`config.mk`:
```
export PLATFORM = sky130hd
export DESIGN_NAME = tag_mem_ctrl_flat
export DESIGN_NICKNAME = d
export VERILOG_FILES = /design/src/rtl/tag_mem_ctrl_if.sv /design/src/rtl/tag_mem_ctrl.sv /design/src/flat_wrapper.sv
export SDC_FILE = /design/constraint.sdc
export NUM_CORES = 1
export LEC_CHECK = 0
export BUFFER_PORTS_ARGS = -buffer_cell sky130_fd_sc_hd__buf_4
export CORE_MARGIN = 2
export CORE_UTILIZATION = 48
export CTS_CLUSTER_SIZE = 12
export DETAILED_ROUTE_END_ITERATION = 10
export GPL_TIMING_DRIVEN = 1
export PLACE_DENSITY_LB_ADDON = 0.1
export SYNTH_ARGS = -nofsm -noshare
export SYNTH_HDL_FRONTEND = slang
export SYNTH_SLANG_ARGS = --single-unit
```
`constraint.sdc`:
```
create_clock -name clk -period 2.3 [get_ports clk]
set_input_delay 0.115 -clock clk [delete_from_list [all_inputs] [get_ports clk]]
set_output_delay 0.115 -clock clk [all_outputs]
set_load 0.005 [all_outputs]
```
`src/rtl/tag_mem_ctrl_if.sv`:
```
// Requester-side request/grant/rvalid bus of the tag memory controller.
// Signal names match the controller's original port names.
interface tag_mem_ctrl_if #(
   parameter int ADDR_WIDTH = 12,
   parameter int BYTES      = 4
);
   logic                  req_i;
   logic                  gnt_o;
   logic [ADDR_WIDTH-1:0] addr_i;
   logic                  we_i;
   logic [BYTES-1:0]      be_i;
   logic                  wtag_i;
   logic                  rvalid_o;
   logic [BYTES-1:0]      rtag_o;
   logic                  rtag_any_o;

   modport master (
      output req_i, addr_i, we_i, be_i, wtag_i,
      input  gnt_o, rvalid_o, rtag_o, rtag_any_o
   );

   modport slave (
      input  req_i, addr_i, we_i, be_i, wtag_i,
      output gnt_o, rvalid_o, rtag_o, rtag_any_o
   );
endinterface

```
`src/rtl/tag_mem_ctrl.sv`:
```
// Front-end for the per-byte tag RAM: sweeps it to zero after reset or on clear,
// then maps request/grant/rvalid accesses onto single-cycle RAM operations.
module tag_mem_ctrl #(
   parameter int ADDR_WIDTH = 12,
   parameter int DATA_WIDTH = 32,
   parameter int NUM_WORDS  = 4096
) (
   input  logic                       clk,
   input  logic                       rst_n,
   tag_mem_ctrl_if.slave              bus,
   input  logic                       clear_i,
   output logic                       busy_o,
   output logic                       ram_en_o,
   output logic [ADDR_WIDTH-1:0]      ram_addr_o,
   output logic                       ram_we_o,
   output logic                       ram_wdata_o,
   output logic [DATA_WIDTH/8-1:0]    ram_be_o,
   input  logic [DATA_WIDTH/8-1:0]    ram_rdata_i
);
   localparam int BYTES = DATA_WIDTH / 8;
   localparam int W     = NUM_WORDS / BYTES;
   localparam int CW    = (W > 1) ? $clog2(W) : 1;
   localparam int BO    = $clog2(BYTES);

   typedef enum logic {INIT, RUN} state_e;

   state_e           state_q, state_d;
   logic [CW-1:0]    cnt_q, cnt_d;
   logic             rvalid_q, rvalid_d;
   logic [BYTES-1:0] be_q, be_d;
   logic             gnt;

   always_ff @(posedge clk or negedge rst_n) begin
      if (!rst_n) begin
         state_q  <= INIT;
         cnt_q    <= '0;
         rvalid_q <= 1'b0;
         be_q     <= '0;
      end else begin
         state_q  <= state_d;
         cnt_q    <= cnt_d;
         rvalid_q <= rvalid_d;
         be_q     <= be_d;
      end
   end

   always_comb begin
      state_d     = state_q;
      cnt_d       = cnt_q;
      rvalid_d    = 1'b0;
      be_d        = be_q;
      gnt         = 1'b0;
      busy_o      = 1'b0;
      ram_en_o    = 1'b0;
      ram_we_o    = 1'b0;
      ram_wdata_o = 1'b0;
      ram_be_o    = '0;
      ram_addr_o  = '0;
      unique case (state_q)
         INIT: begin
            busy_o     = 1'b1;
            ram_en_o   = 1'b1;
            ram_we_o   = 1'b1;
            ram_be_o   = '1;
            ram_addr_o = ADDR_WIDTH'(cnt_q) << BO;
            if (cnt_q == CW'(W - 1)) begin
               cnt_d   = '0;
               state_d = RUN;
            end else begin
               cnt_d = cnt_q + CW'(1);
            end
         end
         RUN: begin
            // clear wins over a simultaneous request; the requester retries after the sweep
            if (clear_i) begin
               state_d = INIT;
               cnt_d   = '0;
            end else if (bus.req_i) begin
               gnt         = 1'b1;
               rvalid_d    = 1'b1;
               be_d        = bus.be_i;
               ram_en_o    = 1'b1;
               ram_we_o    = bus.we_i;
               ram_wdata_o = bus.wtag_i;
               ram_be_o    = bus.be_i;
               ram_addr_o  = bus.addr_i;
            end
         end
         default: state_d = INIT;
      endcase
   end

   assign bus.gnt_o      = gnt;
   assign bus.rvalid_o   = rvalid_q;
   assign bus.rtag_o     = rvalid_q ? ram_rdata_i : '0;
   assign bus.rtag_any_o = rvalid_q & (|(ram_rdata_i & be_q));
endmodule

```
`src/flat_wrapper.sv`:
```
// flat-port wrapper written by rule: the top's interface ports become plain ports
module tag_mem_ctrl_flat 
#(
   parameter int ADDR_WIDTH = 12,
   parameter int DATA_WIDTH = 32,
   parameter int NUM_WORDS  = 4096
)
  (clk, rst_n, clear_i, busy_o, ram_en_o, ram_addr_o, ram_we_o, ram_wdata_o, ram_be_o, ram_rdata_i, bus_req_i, bus_addr_i, bus_we_i, bus_be_i, bus_wtag_i, bus_gnt_o, bus_rvalid_o, bus_rtag_o, bus_rtag_any_o);
  tag_mem_ctrl_if #(.ADDR_WIDTH(ADDR_WIDTH), .BYTES((4))) bus_i ();
  input  logic clk;
  input  logic rst_n;
  input  logic clear_i;
  output logic busy_o;
  output logic ram_en_o;
  output logic [ADDR_WIDTH-1:0] ram_addr_o;
  output logic ram_we_o;
  output logic ram_wdata_o;
  output logic [DATA_WIDTH/8-1:0] ram_be_o;
  input  logic [DATA_WIDTH/8-1:0] ram_rdata_i;
  input wire logic [$bits(bus_i.req_i)-1:0] bus_req_i;
  input wire logic [$bits(bus_i.addr_i)-1:0] bus_addr_i;
  input wire logic [$bits(bus_i.we_i)-1:0] bus_we_i;
  input wire logic [$bits(bus_i.be_i)-1:0] bus_be_i;
  input wire logic [$bits(bus_i.wtag_i)-1:0] bus_wtag_i;
  output wire logic [$bits(bus_i.gnt_o)-1:0] bus_gnt_o;
  output wire logic [$bits(bus_i.rvalid_o)-1:0] bus_rvalid_o;
  output wire logic [$bits(bus_i.rtag_o)-1:0] bus_rtag_o;
  output wire logic [$bits(bus_i.rtag_any_o)-1:0] bus_rtag_any_o;
  assign bus_i.req_i = bus_req_i;
  assign bus_i.addr_i = bus_addr_i;
  assign bus_i.we_i = bus_we_i;
  assign bus_i.be_i = bus_be_i;
  assign bus_i.wtag_i = bus_wtag_i;
  assign bus_gnt_o = bus_i.gnt_o;
  assign bus_rvalid_o = bus_i.rvalid_o;
  assign bus_rtag_o = bus_i.rtag_o;
  assign bus_rtag_any_o = bus_i.rtag_any_o;
  tag_mem_ctrl #(.ADDR_WIDTH(ADDR_WIDTH), .DATA_WIDTH(DATA_WIDTH), .NUM_WORDS(NUM_WORDS)) u_core (.clk(clk), .rst_n(rst_n), .bus(bus_i), .clear_i(clear_i), .busy_o(busy_o), .ram_en_o(ram_en_o), .ram_addr_o(ram_addr_o), .ram_we_o(ram_we_o), .ram_wdata_o(ram_wdata_o), .ram_be_o(ram_be_o), .ram_rdata_i(ram_rdata_i));
endmodule
```
# Yosys cells after proc, flatten, opt, wreduce, memory -nomap -nowiden
# Cells that the tools add are included.
# op_classes
add_sub_neg,1
reduce_logical,2
n_eq_ne,2
n_bitwise,4
mux,24
# op_table
cell,count
$mux 12,2
$pmux 12 s2,1
$mux 10,2
$pmux 10 s2,1
$mux 4,3
$mux 1,11
$add 10x1->10 const B,1
$eq 10x10->1 const B,1
$pmux 4 s2,1
$pmux 1 s2,3
$and 4x4->4,1
$reduce_or 4->1,1
$reduce_and 3->1,1
$ne 2x2->1 const B,1
$not 1->1,2
$and 1x1->1,1
# word_totals
output_inout_bits,27
register_bits,16
inputBits,26
word_cells,37

# Depth between registers and ports, before layout
# Gate-level depths: netlist (run 1).
# depth
word_depth,3
mapped_depth,8
mapped_depth_nobuf,5

# Worst setup path after synthesis (run 1)
# OpenSTA, ideal clock, no wires.
# synth_timing
path_type,reg-to-reg
start,register u_core.cnt_q[1]
end,register u_core.cnt_q[9]
setup_time_ns,0.131
t_arrival_ns,1.325
path_buffers,0
required_time_ns,2.169
period_less_slack_ns,1.456
setup_slack_ns,0.844
stages_incl_launch_ff,6
cell_sequence,dfrtp_1 ha_1 and4_4 o21bai_1 a21oi_1 or3_1
# synth_via
elab_chain_len,3
elab_cells_between_ends,4
classes_between,add/sub (1); eq/ne (1); mux (2)
# synth_lines
item,line,rtl
from (decl),tag_mem_ctrl.sv:28,"logic [CW-1:0] cnt_q, cnt_d;"
from (signal assigned),tag_mem_ctrl.sv:41,cnt_q <= cnt_d;
$add 10x1->10 or $eq 10x10->1 (tied branches),"tag_mem_ctrl.sv:70, tag_mem_ctrl.sv:66",
$mux 10 *,tag_mem_ctrl.sv:66,if (cnt_q == CW'(W - 1)) begin
$pmux 10 s2 *,tag_mem_ctrl.sv:59,unique case (state_q)
# Mark *: on every way between the ends. The rest lies on a longest branch, timed or not.
# A chain may end at the register's enable or synchronous reset.

# Final worst setup path (run 1)
# layout_timing
start,register u_core.state_q
end,output ram_addr_o[8]
# layout_via
elab_chain_len,2
# layout_lines
item,line,rtl
from (decl),tag_mem_ctrl.sv:27,"state_e state_q, state_d;"
from (signal assigned),tag_mem_ctrl.sv:40,state_q <= state_d;
$not 1->1,n/a,
$pmux 12 s2 *,tag_mem_ctrl.sv:59,
to (decl),flat_wrapper.sv:15,output logic [ADDR_WIDTH-1:0] ram_addr_o;
# Marked as above.

==> results of run 1 <==
-- per-layer routing --
| metal | vias to the layer above | GRT usage, % | share of wire, % |
|---|---|---|---|
| met4 | 0 | 7.21 | 1.4 |
| met2 | 57 | 39.9 | 49 |
| met5 | - | 0 | 0 |
| li1 | 515 | - | - |
| met3 | 5 | 3.87 | 7.5 |
| met1 | 488 | 28.1 | 42 |
-- cell usage after synthesis (all sizes together), types with 2 or more instances --
| master | instances |
|---|---|
| buf | 5 |
| nand4 | 2 |
| o22ai | 5 |
| a21oi | 3 |
| o21ai | 4 |
| and4 | 2 |
| a31oi | 2 |
| nor2b | 3 |
| a22o | 5 |
| xnor2 | 4 |
| mux2 | 4 |
| and3 | 4 |
| nand3 | 3 |
| and2 | 5 |
| clkbuf | 2 |
| a22oi | 2 |
| dfrtp | 16 |
| inv | 5 |
| nand2 | 27 |
-- critical path, stage by stage, from the launching register on --
cell	delay, ps
dfrtp_1	590
nor2b_4	320
and2_4	290
nand2_1	70
o21ai_0	70
buf_4	140
-- flip-flops by register name, summed over array words and instances (netlist names) --
signal and count:
u_core.bus.rvalid_o 1, u_core.state_q 1, u_core.be_q 4, u_core.cnt_q 10
-- metrics by stage --
step	total power, mW	instances	instance area [um^2]
after detailed placement	0.334	190	1410
after global routing	0.496	194	1450
final	0.477	194	1450
after CTS	0.482	194	1450
after global placement	0.333	190	1410
after floorplan	0.291	117	1040
-- power by group through the flow --
stage	clock network [mW]	registers [mW]	logic [mW]
final	0.148	0.281	0.0481
after global placement	0	0.287	0.0463
after floorplan	0	0.287	0.00407
after CTS	0.152	0.281	0.0493
after global routing	0.160	0.281	0.0540
after detailed placement	0	0.287	0.0478
-- worst paths after layout --
kind / from / to
max: u_core.state_q$_DFF_PN0_ / ram_addr_o[8]
min: bus_be_i[3] / u_core.be_q[3]$_DFFE_PN0P_
max reg2reg: u_core.state_q$_DFF_PN0_ / u_core.be_q[0]$_DFFE_PN0P_
min reg2reg: u_core.be_q[3]$_DFFE_PN0P_ / u_core.be_q[3]$_DFFE_PN0P_
max in group asynchronous: rst_n / u_core.bus.rvalid_o$_DFF_PN0_
min in group asynchronous: rst_n / u_core.cnt_q[4]$_DFFE_PN0P_
-- layout make-up --
| cell class | count | area (um^2) |
|---|---|---|
| clock buffers | 3 | 22.5 |
| fillers | 177 | 556 |
| repair buffers | 54 | 408 |
| multi-input cells | 88 | 559 |
| well taps | 27 | 33.8 |
| inverters | 6 | 22.5 |
| flip-flops and latches | 16 | 400 |
-- cell families (layout without fill, tap and decap cells) --
family | after synthesis | count (layout) | synth area share, %
muxes | 4 | 4 | 4.33
AOI/OAI and AO/OA | 26 | 26 | 17.7
DFF | 16 | 16 | 38.5
buffers and inverters | 13 | 63 | 7.70
adders and majority gates | 1 | 1 | 1.20
and+or+nand+nor | 53 | 53 | 27.2
xor gates and xnor gates | 4 | 4 | 3.37
-- placed cells by master, fill, tap and decap left out, types with 2 or more instances in the layout --
cell type   n
o21ai_0     4
and2_1      4
nand2_1    27
dfrtp_1    16
a22o_1      5
a22oi_1     2
nand4_1     2
nor2b_1     2
xnor2_1     4
mux2_2      4
nand3_1     2
a21oi_1     3
and3_1      4
o22ai_1     5
inv_1       5
clkbuf_4    3
buf_4      53
==> summary.txt, run 1 <==
outcome = finished, final reports clean
Vias = 1,065
largest net degree at the start of global routing = 17
WS Path Type = flop to output port
Area Growth Syn to Fin = 39.1%
CTS root buf = clkbuf_4
Hold Buf Count CTS = 1
Total Wirelength = 2.64 mm
switching share of total power = 22.1%
Post-synth ARST share = 100%
Remaining DRCs = 0
Finish-stage setup viols = 0
die area = 2550 um^2
wire per inst = 13.6 um
DIE HEIGHT = 50.5 um
Site Rows = 16
critical path arrival = 1770 ps
Worst EP required = 2180 ps
vias per inst = 5.49
clk_skew = 8.43 ps
Reg clk slew, reported paths = 100 ps
startpoint types = flop
first-pass GRT wire length = 4.45 mm
Leakage Power = 0.678 nW
setup TNS = 0 ps
clock latency on the worst-skew pair = 290 ps
Max FO, Critical Path = 16
CORE AREA = 2000 um^2
#FFs+latches synth = 16
Starting DRT DRC Count = 33
DP HPWL = 2.06 mm
ys flop type = dfrtp_1
min Tclk post-route = 1890 ps
layout cells sized above 1 = 38.9%
yosys warns = 0
Final GP Congestion = 0.874
Slew Limit Headroom = 73.9%
TritonRoute pass-1 iters = 4
WHS Path Cells = 2
Syn Area/Cell = 8.89 um^2
Unique masters post-synth = 40
fin util = 72.3%
post-synthesis cell area = 1040 um^2
PnR worst setup slack = 411 ps
worst reg-to-reg path cell count = 3
sequential share of power = 58.9%
port bufs = 52
total gr overflow = 0
final hold violations = 0
top-area cell type share of the netlist area = 38.5%
Post-CTS Setup Repair Bufs = 0
Final nets = 196
top cells by area, synth = dfrtp_1, nand2_1, buf_6
Resize count post-CTS = 0
combinational power share = 10.1%
clk buf depth = 2
CTS sink cnt = 16
clock share of power = 31.1%
worst IR drop on VDD = 0.270 mV
Sw Pwr = 106 uW
initial antenna violation count = 0
H-tree levels = 1
RSZ-0062 raised after global routing = no
register area share after synthesis = 38.5%
Antenna Violating Nets Remaining = 0
R2R Setup Slk = 620 ps
I/O pin cnt = 53
Mapped Nets = 144
final worst path period share = 82.1%
Internal = 372 uW
Pins Over Slew Limit = 0
Post-Syn Instances = 117
All-Layer GR Usage = 22.7%
Place WS = 655 ps
Achievable Freq = 0.529 GHz
cell accounting for the most synthesized area = dfrtp_1
CTS tree = built
starting density of the core = 51.9%
HP Class = input pin to flop
Power Density = 330 nW/um^2
Die Width = 50.5 um
Max Cap Viol = 0
Crit. End Element = output port
worst slew pin tran = 392 ps
Num CTS Buffers = 3
number of synthesized flops with an enable pin = 0
n_diodes = 0
worst hold slack = 73.9 ps
number of global-route vias before repair = 1,035
Power figures use the tool's default switching activity.
==> run 2, diff against run 1 <==
--- a/config.mk
+++ b/config.mk
@@ -7,7 +7,7 @@
 export LEC_CHECK = 0
 export BUFFER_PORTS_ARGS = -buffer_cell sky130_fd_sc_hd__buf_4
 export CORE_MARGIN = 2
-export CORE_UTILIZATION = 48
+export CORE_UTILIZATION = 40
 export CTS_CLUSTER_SIZE = 12
 export DETAILED_ROUTE_END_ITERATION = 10
 export GPL_TIMING_DRIVEN = 1
==> constraint.sdc (replaced) <==
create_clock -name clk -period 1.7 [get_ports clk]
set_input_delay 0.085 -clock clk [delete_from_list [all_inputs] [get_ports clk]]
set_output_delay 0.085 -clock clk [all_outputs]
set_load 0.005 [all_outputs]
==> run 2 against run 1 <==
Effect of this change:
- die area increased by 18%
- highest routed layer unchanged
- largest power group unchanged
- cell count increased by 3.1%
- clock skew decreased by 5.6 ps
- clock power increased by 36%
==> summary.txt, run 2 (synthesis gave the netlist of run 1 again) <==
outcome = finished, final reports clean
startpoint types = flop
Reg area = 402 um^2 (+0.31%)
Crit. End Element = flop
HP Class = input pin to flop
vias per inst = 5.25 (-4.5%)
number of global-route vias before repair = 877 (-15%)
clock share of power = 31.1% (about the same)
Top Registers = u_core.cnt_q (10), u_core.be_q (4)
All-Layer GR Usage = 20.2% (-2.5 points)
max reg flops = 10 (unchanged)
TritonRoute pass-1 iters = 4 (unchanged)
Max FO, Critical Path = 5 (-11)
DR WL met3 = 171 um (-14%)
first-pass GRT wire length = 4.28 mm (-3.7%)
port bufs = 52 (unchanged)
clk_skew = 2.83 ps (-5.60 ps)
wire per inst = 13.5 um (-0.69%)
Pins Over Slew Limit = 0 (unchanged)
min Tclk post-route = 1550 ps
H-tree levels = 1 (unchanged)
largest net degree at the start of global routing = 17 (unchanged)
CORE AREA = 2480 um^2 (+24%)
Met2 Wirelength = 1.30 mm (+0.62%)
DIE HEIGHT = 55.0 um (+8.8%)
total gr overflow = 0 (unchanged)
WS Path Type = flop to flop
Reg clk slew, reported paths = 90 ps (about the same)
Site Rows = 18 (+2)
Place WS = 164 ps (-491 ps)
Final nets = 199 (+1.5%)
Final GP Congestion = 0.817 (-6.5%)
starting density of the core = 42.0% (-10 points)
Vias = 1,049 (-1.5%)
Leakage Power = 0.692 nW (+2.2%)
Area Growth Syn to Fin = 41.8%
Highest Signal Layer = met4
Internal = 503 uW (+35%)
layout cells sized above 1 = 40.6% (+1.7 points)
critical path arrival = 1730 ps (-40 ps)
CTS tree = built
Cell Area, Placed = 1430 um^2 (+1.3%)
Achievable Freq = 0.644 GHz
Finish-stage setup viols = 0 (unchanged)
placed cells = 195 (+2.6%)
switching share of total power = 22.2% (+0.027 points)
fin cells = 200 (+3.1%)
initial antenna violation count = 0 (unchanged)
CTS sink cnt = 16 (unchanged)
post-route cell area = 1470 um^2 (+1.9%)
worst slew pin tran = 375 ps (-16.8 ps)
Die Width = 55.0 um (+8.8%)
PnR worst setup slack = 147 ps (-264 ps)
most common cell after layout, fill and taps aside = buf_4
fin util = 59.5% (-13 points)
CTS root buf = clkbuf_4
worst hold slack = 35.3 ps (-38.6 ps)
Metal-1 WL = 1.19 mm (+6.9%)
n_diodes = 0 (unchanged)
die area = 3020 um^2 (+18%)
Top reg by flops = u_core.cnt_q
DP HPWL = 2.02 mm (-2.0%)
Starting DRT DRC Count = 31 (-6.1%)
Remaining DRCs = 0 (unchanged)
worst IR drop on VDD = 0.360 mV (+33%)
Power Density = 438 nW/um^2 (+33%)
combinational power share = 10.0% (about the same)
Num CTS Buffers = 3 (unchanged)
clock latency on the worst-skew pair = 290 ps (about the same)
setup TNS = 0 ps (unchanged)
multi-input combinational cell area = 559 um^2 (unchanged)
most frequent cells in the layout = buf_4, nand2_1, dfrtp_1
Fillers = 237 (+34%)
Slew Limit Headroom = 75.0% (+1.1 points)
sequential share of power = 58.8% (about the same)
Max Cap Viol = 0 (unchanged)
Antenna Violating Nets Remaining = 0 (unchanged)
Total Wirelength = 2.70 mm (+2.4%)
Final Power = 646 uW (+35%)
Worst EP required = 1880 ps (-300 ps)
final worst path period share = 91.4%
Sw Pwr = 143 uW (+35%)
I/O pin cnt = 53 (unchanged)
clk buf depth = 2 (unchanged)
RSZ-0062 raised after global routing = no
final hold violations = 0 (unchanged)
[run 2: cell types whose count changed in the layout (fill, tap and decap cells not counted)]
cell / before / now
buf_4: 53 / 56
dfrtp_2: 0 / 1
dfrtp_1: 16 / 15
[run 2: cell type report]
type,instances,area share (%)
Multi-Input combinational cell,88,37.9
Timing Repair Buffer,57,29.2
Tap cell,30,2.55
Clock buffer,3,1.53
Inverter,6,1.53
Sequential cell,16,27.2
[run 2: layer usage]
| metal | vias to the layer above | global-route usage, % |
|---|---|---|
| met1 | 489 | 27.8 |
| met5 | - | 0 |
| met3 | 5 | 3.23 |
| met2 | 39 | 31.3 |
| li1 | 516 | - |
| met4 | 0 | 8.54 |
[run 2: worst max-delay path: stages, from the launching register on]
cell,delay [ps]
dfrtp_1,410
ha_1,230
and4_4,270
o21bai_1,120
a21oi_1,80
or3_1,330
[run 2: power groups by stage]
stage          Sequential [mW]  Clock, mW  Combinational [mW]
2_1_floorplan            0.388          0             0.00551
3_3_place_gp             0.388          0              0.0623
3_5_place_dp             0.388          0              0.0635
4_1_cts                  0.380      0.210              0.0656
5_1_grt                  0.380      0.229              0.0710
6_report                 0.380      0.201              0.0647
[run 2: worst paths after layout]
kind	from	to	cells after the start	slack, ps
max in group asynchronous	rst_n	u_core.state_q$_DFF_PN0_	2	1310
max reg2reg	u_core.cnt_q[1]$_DFFE_PN0P_	u_core.cnt_q[9]$_DFFE_PN0P_	5	150
min in group asynchronous	rst_n	u_core.cnt_q[9]$_DFFE_PN0P_	2	190
min reg2reg	u_core.be_q[3]$_DFFE_PN0P_	u_core.be_q[3]$_DFFE_PN0P_	1	520
min	bus_be_i[3]	u_core.be_q[3]$_DFFE_PN0P_	2	40
max	u_core.cnt_q[1]$_DFFE_PN0P_	u_core.cnt_q[9]$_DFFE_PN0P_	5	150
[run 2: repair_timing]
item | 4_1_cts | 5_1_grt
resized for setup | 0 | 1
hold buffers | 1 | 0
setup buffers | 0 | 1
setup endpoints to repair | 0 | 10
endpoints found under the hold margin | 16 | 0
==> run 3, diff against run 2 <==
--- a/config.mk
+++ b/config.mk
@@ -6,8 +6,10 @@
 export NUM_CORES = 1
 export LEC_CHECK = 0
 export BUFFER_PORTS_ARGS = -buffer_cell sky130_fd_sc_hd__buf_4
+export CELL_PAD_IN_SITES_DETAIL_PLACEMENT = 1
+export CELL_PAD_IN_SITES_GLOBAL_PLACEMENT = 1
 export CORE_MARGIN = 2
-export CORE_UTILIZATION = 40
+export CORE_UTILIZATION = 28
 export CTS_CLUSTER_SIZE = 12
 export DETAILED_ROUTE_END_ITERATION = 10
 export GPL_TIMING_DRIVEN = 1
==> run 3 against run 2 <==
Effect of this change:
- first-iteration DRC count is 35% lower
- cell area is 3.8% higher
- highest routed layer unchanged
- largest power group unchanged
- worst setup slack worse by 68 ps
- die area is 39% higher
- clock-buffer cell count is 1 higher
- sequential cell count stayed put
- critical path depth stayed put
- maximum frequency is 4.2% lower
- non-clock buffer count stayed put
==> summary.txt, run 3 (synthesis gave the netlist of run 1 again) <==
first-pass GRT wire length = 5.01 mm (+17%)
Finish-stage setup viols = 0 (unchanged)
Pins Over Slew Limit = 0 (unchanged)
worst IR drop on VDD = 0.192 mV (-47%)
Post-CTS Setup Repair Bufs = 0 (unchanged)
HP Class = input pin to flop
most frequent cells in the layout = buf_4, nand2_1, dfrtp_1
Max Cap Viol = 0 (unchanged)
setup TNS = 0 ps (unchanged)
starting density of the core = 28.8% (-13 points)
final hold violations = 0 (unchanged)
layout cells sized above 1 = 40.9% (+0.35 points)
RSZ-0062 raised after global routing = no
Site Rows = 22 (+4)
Leakage Power = 0.706 nW (+2.0%)
initial antenna violation count = 0 (unchanged)
Total Wirelength = 3.06 mm (+13%)
multi-input combinational cell area = 562 um^2 (+0.45%)
CP Cell Sequence = ha_2 > and4_4 > o21bai_1 > a21oi_1 > or3_1
Max FO, Critical Path = 5 (unchanged)
H-tree levels = 1 (unchanged)
Slew Limit Headroom = 75.0% (about the same)
Top reg by flops = u_core.cnt_q
worst slew pin tran = 374 ps (-0.467 ps)
critical path arrival = 1750 ps (+20 ps)
vias per inst = 4.88 (-7.0%)
clk buf depth = 2 (unchanged)
All-Layer GR Usage = 15.3% (-4.8 points)
Remaining DRCs = 0 (unchanged)
Area Growth Syn to Fin = 47.2%
DIE HEIGHT = 64.9 um (+18%)
fin cells = 219 (+9.5%)
total gr overflow = 0 (unchanged)
Reg clk slew, reported paths = 70 ps (-20 ps)
n_diodes = 0 (unchanged)
worst hold slack = 76.4 ps (+41.1 ps)
CTS root buf = clkbuf_8
number of global-route vias before repair = 1,047 (+19%)
port bufs = 52 (unchanged)
clk_skew = 1.17 ps (-1.67 ps)
startpoint types = flop
Final Power = 790 uW (+22%)
TritonRoute pass-1 iters = 3 (-1)
I/O pin cnt = 53 (unchanged)
Vias = 1,068 (+1.8%)
fin util = 42.4% (-17 points)
largest net degree at the start of global routing = 17 (unchanged)
CORE AREA = 3610 um^2 (+46%)
min Tclk post-route = 1620 ps (+68.0 ps)
WP buf/inv = 0 (unchanged)
max reg flops = 10 (unchanged)
placed cells = 214 (+9.7%)
CTS tree = built
Num CTS Buffers = 3 (unchanged)
die area = 4220 um^2 (+39%)
Starting DRT DRC Count = 20 (-35%)
Die Width = 64.9 um (+18%)
most common cell after layout, fill and taps aside = buf_4
Top Registers = u_core.cnt_q (10), u_core.be_q (4)
Power Density = 516 nW/um^2 (+18%)
Final GP Congestion = 0.749 (-8.3%)
CTS sink cnt = 16 (unchanged)
R2R Setup Slk = 80 ps (-70 ps)
slowest CP cell = dfrtp_1
Crit. End Element = flop
DP HPWL = 2.39 mm (+19%)
Achievable Freq = 0.617 GHz (-4.2%)
Worst EP required = 1830 ps (-50 ps)
Antenna Violating Nets Remaining = 0 (unchanged)
final worst path period share = 95.3% (+4.0 points)
outcome = finished, final reports clean
Fillers = 437 (+84%)
Final nets = 199 (unchanged)
crit-path max cell delay = 430 ps (+20 ps)
top cell family by delay on the critical path = simple AND/OR/NAND/NOR gates
WS Path Type = flop to flop
wire per inst = 14.0 um (+3.5%)
Reg area = 400 um^2 (-0.31%)
clock latency on the worst-skew pair = 250 ps (-40 ps)
run 3: cell count changes in the layout (fill, tap and decap cells not counted):
cell and delta:
clkbuf_8 +4, clkbuf_4 -3, dfrtp_1 +1, dfrtp_2 -1
ha_1 -1, ha_2 +1
run 3: worst paths after layout:
| check | startpoint | end | depth (start not counted) |
|---|---|---|---|
| max | u_core.cnt_q[1]$_DFFE_PN0P_ | u_core.cnt_q[9]$_DFFE_PN0P_ | 5 |
| max reg2reg | u_core.cnt_q[1]$_DFFE_PN0P_ | u_core.cnt_q[9]$_DFFE_PN0P_ | 5 |
| max in group asynchronous | rst_n | u_core.be_q[0]$_DFFE_PN0P_ | 2 |
| min reg2reg | u_core.be_q[0]$_DFFE_PN0P_ | u_core.be_q[0]$_DFFE_PN0P_ | 1 |
| min | bus_be_i[0] | u_core.be_q[0]$_DFFE_PN0P_ | 2 |
| min in group asynchronous | rst_n | u_core.cnt_q[5]$_DFFE_PN0P_ | 2 |
run 3: through the flow:
stage          area [um^2]  setup slack, ps
2_1_floorplan         1040              244
5_1_grt               1530             4.58
3_3_place_gp          1460              168
4_1_cts               1530             65.8
6_report              1530             79.1
3_5_place_dp          1460             75.3
run 3: routing by layer:
layer	up-vias	global-route usage (%)	share of wire [%]
met1	510	19.5	46
met4	0	5.59	1.2
met2	38	25.8	47
met5	-	0	0
met3	4	2.78	6.6
li1	516	-	-
run 3: worst register-to-register path: stages (launching register included):
cell	delay [ps]
dfrtp_1	430
ha_2	250
and4_4	270
o21bai_1	120
a21oi_1	70
or3_1	360
run 3: repair_timing:
action | in CTS | in global routing
hold endpoints to repair | 16 | 0
hold buffers | 1 | 0
setup endpoints to repair | 0 | 1
resized for setup | 0 | 1
run 3: power by group:
| group | internal (mW) | leakage (nW) | switching, mW |
|---|---|---|---|
| Clock | 0.206 | 0.0288 | 0.138 |
| Combinational | 0.0403 | 0.479 | 0.0252 |
| Sequential | 0.381 | 0.199 | 0 |
| Total | 0.627 | 0.706 | 0.163 |
run 3: cell type report:
type	instances	share of cell area [%]
sequential	16	26.2
timing repair buffer	57	28.1
clock buffer	4	3.60
multi-input combinational	88	36.7
inverter	6	1.47
tap	48	3.92
